<file path="src/rtl/dmem_arbiter.sv">
// Two-master round-robin arbiter and transaction sequencer in front of data_memory.
// Grants one request in IDLE, drives the memory command in BUSY, and pulses done/err in RESP.
module dmem_arbiter #(
  parameter int ADDR_W  = 32,
  parameter int DATA_W  = 32,
  parameter int TIMEOUT = 255
) (
  input  logic              clk,
  input  logic              rst,
  input  logic              m0_req,
  input  logic              m0_write,
  input  logic [ADDR_W-1:0] m0_addr,
  input  logic [DATA_W-1:0] m0_wdata,
  input  logic [2:0]        m0_funct3,
  input  logic              m1_req,
  input  logic              m1_write,
  input  logic [ADDR_W-1:0] m1_addr,
  input  logic [DATA_W-1:0] m1_wdata,
  input  logic [2:0]        m1_funct3,
  output logic [DATA_W-1:0] m0_rdata,
  output logic [DATA_W-1:0] m1_rdata,
  output logic              m0_done,
  output logic              m1_done,
  output logic              m0_err,
  output logic              m1_err,
  output logic [ADDR_W-1:0] mem_addr,
  output logic [DATA_W-1:0] mem_write_data,
  output logic              mem_write,
  output logic              mem_read,
  output logic [2:0]        mem_funct3,
  input  logic [DATA_W-1:0] mem_read_data,
  input  logic              mem_ready
);

  typedef enum logic [1:0] {IDLE, BUSY, RESP} state_t;

  localparam logic [15:0] TMO_LAST = 16'(TIMEOUT - 1);

  state_t              state_q, state_d;
  logic                last_grant_q, last_grant_d;
  logic                gnt_q, gnt_d;
  logic                write_q, write_d;
  logic [15:0]         cnt_q, cnt_d;
  logic [ADDR_W-1:0]   addr_d;
  logic [DATA_W-1:0]   wdata_d;
  logic [2:0]          funct3_d;
  logic                read_strobe_d, write_strobe_d;
  logic [1:0]          done_d, err_d;
  logic [DATA_W-1:0]   rdata_d;

  // Winner selection: a lone requester wins, a tie goes to the port not served last.
  logic                pick;
  logic                pick_write;
  logic [ADDR_W-1:0]   pick_addr;
  logic [DATA_W-1:0]   pick_wdata;
  logic [2:0]          pick_funct3;
  logic                pick_misaligned;

  assign pick        = (m0_req && m1_req) ? ~last_grant_q : m1_req;
  assign pick_write  = pick ? m1_write  : m0_write;
  assign pick_addr   = pick ? m1_addr   : m0_addr;
  assign pick_wdata  = pick ? m1_wdata  : m0_wdata;
  assign pick_funct3 = pick ? m1_funct3 : m0_funct3;
  assign pick_misaligned = ((pick_funct3[1:0] == 2'b10) && (pick_addr[1:0] != 2'b00)) ||
                           ((pick_funct3[1:0] == 2'b01) && pick_addr[0]);

  // NOTE: every variable gets a default before the case so no path leaves it unassigned (no latches).
  always_comb begin
    state_d        = state_q;
    last_grant_d   = last_grant_q;
    gnt_d          = gnt_q;
    write_d        = write_q;
    cnt_d          = cnt_q;
    addr_d         = mem_addr;
    wdata_d        = mem_write_data;
    funct3_d       = mem_funct3;
    read_strobe_d  = 1'b0;
    write_strobe_d = 1'b0;
    done_d         = 2'b00;
    err_d          = 2'b00;
    rdata_d        = '0;

    unique case (state_q)
      IDLE: begin
        if (m0_req || m1_req) begin
          gnt_d        = pick;
          last_grant_d = pick;
          write_d      = pick_write;
          addr_d       = pick_addr;
          wdata_d      = pick_wdata;
          funct3_d     = pick_funct3;
          cnt_d        = '0;
          if (pick_misaligned) begin
            state_d      = RESP;
            done_d[pick] = 1'b1;
            err_d[pick]  = 1'b1;
          end else begin
            state_d        = BUSY;
            read_strobe_d  = ~pick_write;
            write_strobe_d = pick_write;
          end
        end
      end
      BUSY: begin
        cnt_d = cnt_q + 16'd1;
        if (mem_ready) begin
          state_d       = RESP;
          done_d[gnt_q] = 1'b1;
          rdata_d       = write_q ? '0 : mem_read_data;
        end else if (cnt_q == TMO_LAST) begin
          state_d       = RESP;
          done_d[gnt_q] = 1'b1;
          err_d[gnt_q]  = 1'b1;
        end else begin
          read_strobe_d  = ~write_q;
          write_strobe_d = write_q;
        end
      end
      RESP:    state_d = IDLE;
      default: state_d = IDLE;
    endcase
  end

  // NOTE: sequential state uses non-blocking assignments so every flop samples pre-edge values.
  always_ff @(posedge clk) begin
    if (rst) begin
      state_q        <= IDLE;
      last_grant_q   <= 1'b1;
      gnt_q          <= 1'b0;
      write_q        <= 1'b0;
      cnt_q          <= '0;
      mem_addr       <= '0;
      mem_write_data <= '0;
      mem_funct3     <= '0;
      mem_read       <= 1'b0;
      mem_write      <= 1'b0;
      m0_done        <= 1'b0;
      m1_done        <= 1'b0;
      m0_err         <= 1'b0;
      m1_err         <= 1'b0;
      m0_rdata       <= '0;
      m1_rdata       <= '0;
    end else begin
      state_q        <= state_d;
      last_grant_q   <= last_grant_d;
      gnt_q          <= gnt_d;
      write_q        <= write_d;
      cnt_q          <= cnt_d;
      mem_addr       <= addr_d;
      mem_write_data <= wdata_d;
      mem_funct3     <= funct3_d;
      mem_read       <= read_strobe_d;
      mem_write      <= write_strobe_d;
      m0_done        <= done_d[0];
      m1_done        <= done_d[1];
      m0_err         <= err_d[0];
      m1_err         <= err_d[1];
      m0_rdata       <= done_d[0] ? rdata_d : '0;
      m1_rdata       <= done_d[1] ? rdata_d : '0;
    end
  end

endmodule

</file>
<file path="config.mk">
export PLATFORM = sky130hd
export DESIGN_NAME = dmem_arbiter
export DESIGN_NICKNAME = d
export VERILOG_FILES = /design/src/rtl/dmem_arbiter.sv
export SDC_FILE = /design/constraint.sdc
export NUM_CORES = 1
export LEC_CHECK = 0
export BUFFER_PORTS_ARGS = -buffer_cell sky130_fd_sc_hd__buf_4
export CAP_MARGIN = 10
export CELL_PAD_IN_SITES_DETAIL_PLACEMENT = 0
export CELL_PAD_IN_SITES_GLOBAL_PLACEMENT = 2
export CORE_MARGIN = 2
export CORE_UTILIZATION = 25
export CTS_CLUSTER_DIAMETER = 30
export CTS_CLUSTER_SIZE = 14
export DETAILED_ROUTE_END_ITERATION = 12
export HOLD_SLACK_MARGIN = 0.12
export PLACE_DENSITY_LB_ADDON = 0.08
export SYNTH_ARGS = -nofsm -noshare
export SYNTH_HDL_FRONTEND = slang
export SYNTH_SLANG_ARGS = --single-unit
</file>
<file path="constraint.sdc">
create_clock -name clk -period 4.8 [get_ports clk]
set_clock_uncertainty 0.05 [all_clocks]
set_input_delay 0.96 -clock clk [delete_from_list [all_inputs] [get_ports clk]]
set_output_delay 0.96 -clock clk [all_outputs]
set_load 0.01 [all_outputs]
</file>
# Word-level counts from Yosys, hierarchy flattened
# Index checks and enable logic that the tools add are counted.
[op_classes]
n_mux = 36
n_reduce_logical = 15
add_sub_neg = 1
bitwise_logic = 5
magnitude_cmp = 4
n_eq_ne = 6
[op_table]
columns = ["cell", "n"]
rows = [
  ["$mux 32", 5],
  ["$pmux 16 s2", 1],
  ["$mux 2", 9],
  ["$add 16x1->16 const B", 1],
  ["$eq 16x8->1 const B", 1],
  ["$mux 16", 1],
  ["$mux 1", 12],
  ["$pmux 2 s2", 3],
  ["$reduce_and 2->1", 3],
  ["$logic_and 1x1->1", 5],
  ["$not 1->1", 5],
  ["$eq 2x1->1 const B", 2],
  ["$lt 1x2->1 const B", 2],
  ["$pmux 1 s2", 2],
  ["$reduce_bool 2->1", 2],
  ["$reduce_or 2->1", 2],
  ["$mux 3", 1],
  ["$ne 3x3->1 const B", 1],
  ["$demux 1 s1", 2],
  ["$eq 2x2->1 const B", 1],
  ["$ge 1x1->1 const B", 2],
  ["$logic_not 2->1", 1],
  ["$logic_or 1x1->1", 2],
  ["$ne 2x2->1 const B", 1],
]
[totals]
output_inout_bits = 137
register_bits = 158

# Depth between registers and ports, before layout
# Gate-level depths: netlist of run 1.
[depth]
depth_word = 11
ltp_mapped = 7

# Least setup slack after synthesis of run 1
# Ideal clock, no wire load.
[synth_timing]
path_kind = "input -> register"
from = "input port m1_req"
to = "register m1_done"
t_required_ns = 4.626
setup_slack_ns = 2.521
setup_time_ns = 0.124
t_arrival_ns = 2.104
cell_stages = 6
cell_sequence = "a21bo_1 > clkbuf_1 > nor3_2 > a32oi_1 > buf_2 > a21oi_2"
[synth_between]
elab_chain_cells = 9
[synth_rtl]
columns = ["item", "line", "text"]
rows = [
  ["from (decl)", "15", "input logic m1_req,"],
  ["$logic_and 1x1->1", "59", "assign pick = (m0_req && m1_req) ? ~last_grant_q : m1_req;"],
  ["$mux 1", "59", ""],
  ["$lt 1x2->1 (implied by the code), or another cell as far along", "95", "done_d[pick] = 1'b1;"],
  ["$logic_and 1x1->1 (implied by the code), or another cell as far along", "95", ""],
  ["$mux 1 (implied by the code), or another cell as far along", "95", ""],
  ["$demux 1 s1 / $logic_or 1x1->1 (equally long branches)", "95, 64", ""],
  ["$mux 2", "93", "if (pick_misaligned) begin"],
  ["$mux 2 *", "85", "if (m0_req || m1_req) begin"],
  ["$pmux 2 s2 *", "83", "unique case (state_q)"],
  ["to (signal assigned)", "155", "m1_done <= done_d[1];"],
  ["to (decl)", "23", "output logic m1_done,"],
]
# Every way passes the cells marked *; elsewhere a longest branch is shown, timed or not.
# A chain may end at the register's enable or synchronous reset.

# Worst setup path after layout of run 1
[layout_timing]
from = "register cnt_q[1]"
to = "register m1_rdata[16]"
[layout_between]
elab_chain_cells = 6
[layout_rtl]
columns = ["item", "line", "text"]
rows = [
  ["from (decl)", "43", "logic [15:0] cnt_q, cnt_d;"],
  ["from (signal assigned)", "148", "cnt_q <= cnt_d;"],
  ["$eq 16x8->1", "110", "end else if (cnt_q == TMO_LAST) begin"],
  ["$mux 2", "110", ""],
  ["$mux 2", "106", "if (mem_ready) begin"],
  ["$pmux 2 s2", "83", ""],
  ["$not 1->1 (no line)", "n/a", ""],
  ["$reduce_or 2->1 (no line)", "n/a", ""],
  ["to (signal assigned)", "159", "m1_rdata <= done_d[1] ? rdata_d : '0;"],
  ["to (decl)", "21", "output logic [DATA_W-1:0] m1_rdata,"],
]
# No other way between the ends.

==> results of run 1 <==
## final timing paths
check        slack [ns]            to  cells past startpoint      start
min                0.45     cnt_q[13]                      1  cnt_q[13]
min reg2reg        0.45     cnt_q[13]                      1  cnt_q[13]
max                2.20  m1_rdata[16]                      5   cnt_q[1]
max reg2reg        2.20  m1_rdata[16]                      5   cnt_q[1]
## registers in the layout, summed over array words and instances (netlist names)
| name | count |
|---|---|
| mem_funct3 | 3 |
| gnt_q | 1 |
| m1_done | 1 |
| m0_err | 1 |
| cnt_q | 16 |
| m0_rdata | 32 |
| mem_write_data | 32 |
| last_grant_q | 1 |
| state_q | 2 |
| m1_err | 1 |
| mem_write | 1 |
| write_q | 1 |
| m1_rdata | 32 |
| mem_addr | 32 |
| m0_done | 1 |
| mem_read | 1 |
## cells in the mapped netlist (2+ instances only)
cell / instances / area share
or4_1: 3 / 0.0039
ha_1: 2 / 0.0044
nor3_2: 2 / 0.0035
nand3_1: 6 / 0.0052
and3_1: 5 / 0.0055
a222oi_1: 63 / 0.11
or3_1: 3 / 0.0033
dfxtp_1: 158 / 0.55
a31oi_1: 5 / 0.0055
nand2_1: 51 / 0.033
mux2i_1: 2 / 0.0035
a21oi_2: 30 / 0.046
nand4_1: 4 / 0.0044
nand4b_1: 2 / 0.0031
o21ai_0: 6 / 0.0052
buf_6: 3 / 0.0059
nor3_1: 4 / 0.0035
a311oi_1: 5 / 0.0076
or2_2: 3 / 0.0033
nand3b_1: 2 / 0.0026
clkbuf_1: 30 / 0.020
a211o_1: 3 / 0.0046
o32ai_1: 2 / 0.0031
nor2_1: 113 / 0.074
o211ai_1: 4 / 0.0052
inv_1: 5 / 0.0033
a21oi_1: 18 / 0.016
nand2b_1: 4 / 0.0044
buf_2: 15 / 0.013
## power groups by stage
stage	registers [µW]	logic [µW]	clock network, µW
5_1_grt	1460	682	1400
2_1_floorplan	1500	279	0
6_report	1450	621	1300
4_1_cts	1450	626	1350
3_3_place_gp	1480	619	0
3_5_place_dp	1480	626	0
## metal layers
layer	wire length (µm)	track usage	part of all wire	up-vias
li1	-	-	-	2728
met1	7920	0.182	0.41	2653
met4	257	0.0498	0.013	0
met5	0	0	0	-
met2	9600	0.274	0.50	218
met3	1550	0.0493	0.080	17
## worst reg2reg max path, stage by stage, from the launching register on
cell and delay, ns:
dfxtp_1 0.46, ha_1 0.20, or4b_4 0.47, nor3_4 0.29
nand4_4 0.68, a21oi_2 0.37
## kinds of logic (layout without fill, tap and decap cells)
| family | Yosys count | after routing |
|---|---|---|
| AOI/OAI and AO/OA | 151 | 151 |
| adders and majority gates | 2 | 2 |
| buffers and inverters | 54 | 354 |
| DFF | 158 | 158 |
| muxes | 3 | 3 |
| and+or+nand+nor | 212 | 212 |
## cell type report
cell class              instances  area share
flip-flops and latches        158       0.357
well taps                     285      0.0402
inverters                       5     0.00212
repair buffers                317       0.270
multi-input cells             368       0.268
clock inverters                13      0.0147
clock buffers                  19      0.0488
## through the flow
| stage | setup WS [ns] | total power (µW) | hold WS [ns] |
|---|---|---|---|
| after global placement | 1.91 | 2100 | 0.416 |
| final | 2.20 | 3370 | 0.447 |
| after CTS | 2.15 | 3430 | 0.448 |
| after detailed placement | 1.87 | 2110 | 0.428 |
| after floorplan | 2.52 | 1780 | 0.398 |
| after global routing | 2.01 | 3540 | 0.474 |
==> summary.md, run 1 <==
| Metric | Value |
|---|---|
| Post-CTS repair timing setup buffer count | `0` |
| Run status | `finished, final reports clean` |
| Share of post-route cells with drive strength above 1 | `0.447` |
| Post-Route WL | `19.3 mm` |
| Power dissipated by switching net loads | `948 µW` |
| Grt ovf | `0` |
| Leakage | `0.00376 µW` |
| Clock Power Share | `0.384` |
| Final total negative setup slack | `0 ns` |
| Highest-delay cell along the critical path | `nand4_4` |
| Clock input transition at the sequential cells of the worst setup and hold paths | `0.06 ns` |
| Proportion of power drawn by combinational gates | `0.184` |
| Die Ht | `155 µm` |
| Number of global-route vias before repair | `5796` |
| Synth cell types | `56` |
| Timing-limited maximum frequency | `385 MHz` |
| Post-Place Cell Area | `8290 µm²` |
| Initial antenna violation count | `0` |
| Number of detailed-route iterations in the first pass | `6` |
| CTS tree | `yes` |
| Finish-stage setup viols | `0` |
| Mapped Avg Cell Area | `9.88 µm²` |
| Number of instances in the placed design | `1132` |
| Xor-xnor portion of the synthesized cell area | `0` |
| Sequential Area | `3160 µm²` |
| GP Congestion | `0.766` |
| Family with the most delay on the worst path | `simple AND/OR/NAND/NOR gates` |
| Nature of the critical path startpoint | `flip-flop` |
| Sequential cell area fraction in the yosys report | `0.552` |
| Pin count of the biggest net entering global routing | `90` |
| Ys Warns | `0` |
| Core Box Area | `22600 µm²` |
| Portion of total power attributed to sequential cells | `0.431` |
| Number of rows created at floorplan | `55` |
| DRC violations left | `0` |
| Vias per Instance | `4.82` |
| Initial core utilization | `0.254` |
| Post-synthesis mux area share | `0.00546` |
| Max Fanout on Critical Path | `33` |
| Number of port buffers | `309` |
| Portion of the clock cycle consumed by the worst path in the final layout | `0.541` |
| CTS Root Buffer Type | `clkbuf_16` |
| Post-synthesis share of cell area spent on full adders, half adders and majority gates | `0.00437` |
| Multi-input gate area in the final layout | `2380 µm²` |
| Synthesized net count | `755` |
| Ratio of total power to cell area | `380 nW/µm²` |
| Share of synthesized registers carrying an async set or reset | `0` |
| Kind of path behind the tightest hold check | `reg -> reg` |
| Hold buffers post-CTS | `0` |
| Number of diodes added for antenna fixing | `0` |
| X dimension of the die | `155 µm` |
| Worst path required time | `5.08 ns` |
| Cell-by-cell trace of the critical path | `ha_1 -> or4b_4 -> nor3_4 -> nand4_4 -> a21oi_2` |
| Longest individual stage delay on the worst path | `0.68 ns` |
| Number of resized instances in the post-cts repair step | `0` |
| Area fraction in compound gates after synthesis | `0.226` |
| Total via count in the routed design | `5616` |
| Synth Cell Area | `5730 µm²` |
| Total non-filler cell area in the finished layout | `8870 µm²` |
| Clock buffer depth | `2` |
| Post-synthesis share of cell area spent on and, or, nand and nor gates | `0.170` |
| Final core occ | `0.393` |
| Setup repair after global routing missed its margin | `false` |
| Final #Nets | `1042` |
| Total Die Area | `24100 µm²` |
| Fraction of power spent switching nets | `0.281` |
| Max-capacitance violation count | `0` |
| Peak supply drop | `188 µV` |
| Seq cells post-synth | `158` |
| TritonCTS Sinks | `158` |
| Transition time at the pin with the least slew margin | `1.01 ns` |
| Most used flip-flop cell after synthesis | `dfxtp_1` |
| Commonest cells after routing, fill and taps aside | `buf_4 (316), dfxtp_1 (158), nor2_1 (113), a222oi_1 (63), nand2_1 (51)` |
| Number of top-level pins | `310` |
| Largest family of logic cells by synthesized area | `compound AO/OA/AOI/OAI gates` |
| Global-route wire length before repair | `30.2 mm` |
| Total count of hold-check failures in the final report | `0` |
| Filler cell count in the final layout | `2307` |
| Nature of the critical path endpoint | `flip-flop` |
| GRT Total Usage | `0.157` |
| First DRT Iteration DRCs | `305` |
| Final count of pins violating max slew | `0` |
| P&R area growth vs syn | `54.8%` |
| CTS H-tree depth | `4` |
| Clock network latency to the later pin of the worst-skew pair | `0.42 ns` |
| Internal portion of total power | `2420 µW` |
| Number of clock buffers inserted by TritonCTS | `17` |
| DP HPWL | `13.5 mm` |
| WP buf/inv | `0` |
| EDFF count, synth | `0` |
| Max-Slew Margin vs Limit | `0.328` |
| Detail Route Antenna Nets | `0` |
| Most common library cell in the layout ignoring fill and taps | `buf_4` |
| Gate count after technology mapping | `580` |
| Minimum period implied by the final worst setup slack | `2.60 ns` |
| Data arrival, critical path | `2.88 ns` |
| Post-DR wirelength/cell | `16.6 µm` |
| Type of the setup path with the least slack | `reg -> reg` |
| Filler-free cell count of the finished design | `1165` |
(Power assumes the default switching activity.)
==> inputs of run 2 (changes only) <==
==> constraint.sdc (replaced) <==
create_clock -name clk -period 2.6 [get_ports clk]
set_clock_uncertainty 0.05 [all_clocks]
set_input_delay 0.52 -clock clk [delete_from_list [all_inputs] [get_ports clk]]
set_output_delay 0.52 -clock clk [all_outputs]
set_load 0.01 [all_outputs]
==> summary.md, run 2 (same netlist as run 1, synthesis figures left out) <==
| Metric | Value |
|---|---|
| Number of detailed-route iterations in the first pass | `6` |
| First DRT Iteration DRCs | `385` |
| Nature of the critical path startpoint | `flip-flop` |
| Finish-stage setup viols | `0` |
| Type of the setup path with the least slack | `reg -> reg` |
| CTS tree | `yes` |
| Number of clock buffers inserted by TritonCTS | `17` |
| Number of global-route vias before repair | `5708` |
| Most common library cell in the layout ignoring fill and taps | `buf_4` |
| Max Fanout on Critical Path | `33` |
| Minimum period implied by the final worst setup slack | `2.26 ns` |
| GP Congestion | `0.761` |
| Highest-delay cell along the critical path | `or4b_4` |
| Total count of hold-check failures in the final report | `0` |
| Grt ovf | `0` |
| Data arrival, critical path | `2.56 ns` |
| Number of port buffers | `309` |
| Portion of the clock cycle consumed by the worst path in the final layout | `0.870` |
| Run status | `finished, final reports clean` |
| Share of post-route cells with drive strength above 1 | `0.451` |
| TritonCTS Sinks | `158` |
| DP HPWL | `13.4 mm` |
| Die Ht | `155 µm` |
| Final count of pins violating max slew | `0` |
| Transition time at the pin with the least slew margin | `0.844 ns` |
| Hold buffers post-CTS | `0` |
| CP Depth | `6` |
| DRC violations left | `0` |
| Worst path required time | `2.90 ns` |
| CTS H-tree depth | `4` |
| Number of diodes added for antenna fixing | `0` |
| Hold depth | `3` |
| Number of rows created at floorplan | `55` |
| Clock network latency to the later pin of the worst-skew pair | `0.42 ns` |
| Max-capacitance violation count | `0` |
| Initial antenna violation count | `0` |
| Core Box Area | `22600 µm²` |
| Total Die Area | `24100 µm²` |
| Number of resized instances in the post-cts repair step | `0` |
| Family with the most delay on the worst path | `simple AND/OR/NAND/NOR gates` |
| Detail Route Antenna Nets | `0` |
| Pin count of the biggest net entering global routing | `67` |
| Leakage | `0.00380 µW` |
| Setup repair after global routing missed its margin | `false` |
| Post-Route WL | `19.4 mm` |
| Post-DR wirelength/cell | `16.5 µm` |
| CTS Root Buffer Type | `clkbuf_16` |
| Total via count in the routed design | `5717` |
| Global-route wire length before repair | `30.2 mm` |
| Clock input transition at the sequential cells of the worst setup and hold paths | `0.07 ns` |
| Commonest cells after routing, fill and taps aside | `buf_4 (321), dfxtp_1 (158), nor2_1 (113), a222oi_1 (63), nand2_1 (51)` |
| Max-Slew Margin vs Limit | `0.432` |
| Clock buffer depth | `2` |
| Worst reg2reg path depth | `6` |
| Worst reg-to-reg setup slack | `0.34 ns` |
| X dimension of the die | `155 µm` |
| Nature of the critical path endpoint | `flip-flop` |
| P&R area growth vs syn | `55.8%` |
| WP buf/inv | `1` |
| Number of top-level pins | `310` |
| Final total negative setup slack | `0 ns` |
| Longest individual stage delay on the worst path | `0.48 ns` |
| Peak supply drop | `448 µV` |
| Vias per Instance | `4.88` |
| Kind of path behind the tightest hold check | `in -> reg` |
| Final core occ | `0.395` |
| GRT Total Usage | `0.158` |
| Initial core utilization | `0.254` |
| Final hold slack | `0.281 ns` |
| Ratio of total power to cell area | `696 nW/µm²` |
| Cell-by-cell trace of the critical path | `ha_1 -> or4b_4 -> nor3_4 -> nand4_4 -> buf_4 -> a21oi_1` |
| Timing-limited maximum frequency | `442 MHz` |
| Post-CTS repair timing setup buffer count | `0` |
| Final #Nets | `1048` |
==> run 2: final cells by class <==
cell class	count	area, µm²
Fill cell	2260	13600
Sequential cell	158	3160
Timing Repair Buffer	323	2450
Multi-Input combinational cell	368	2380
Clock buffer	18	429
Tap cell	285	357
Clock inverter	14	130
Inverter	5	18.8
==> run 2: tightest hold or removal path, delay by kind of cell <==
family | cells | cell delay, ns
buffers and inverters | 1 | 0.08
and+or+nand+nor | 1 | 0.07
AOI/OAI and AO/OA | 1 | 0.05
==> run 2: final timing paths <==
path / start / to
worst min-delay path: m1_wdata[5] / mem_write_data[5]
worst max register to register: cnt_q[1] / m1_rdata[1]
worst max-delay path: cnt_q[1] / m1_rdata[1]
worst min register to register: cnt_q[13] / cnt_q[13]
==> run 2: metrics by stage <==
step           setup slack [ns]  power [µW]  area, µm²  cells
5_1_grt                   0.196        6540       8920   1171
3_5_place_dp              0.312        3910       8370   1139
4_1_cts                   0.317        6320       8920   1171
2_1_floorplan             0.761        3280       5730    580
3_3_place_gp              0.373        3890       8370   1139
6_report                  0.337        6210       8920   1171
==> run 2: metal layers <==
metal	vias to the layer above	part of all wire	track usage
met5	-	0	0
met4	0	0.023	0.0603
li1	2747	-	-
met2	240	0.49	0.267
met3	30	0.083	0.0538
met1	2700	0.40	0.184
==> run 2: power breakdown <==
part / switching [µW] / internal (µW)
Clock: 1110 / 1260
Combinational: 593 / 570
Sequential: 106 / 2580
Total: 1810 / 4400
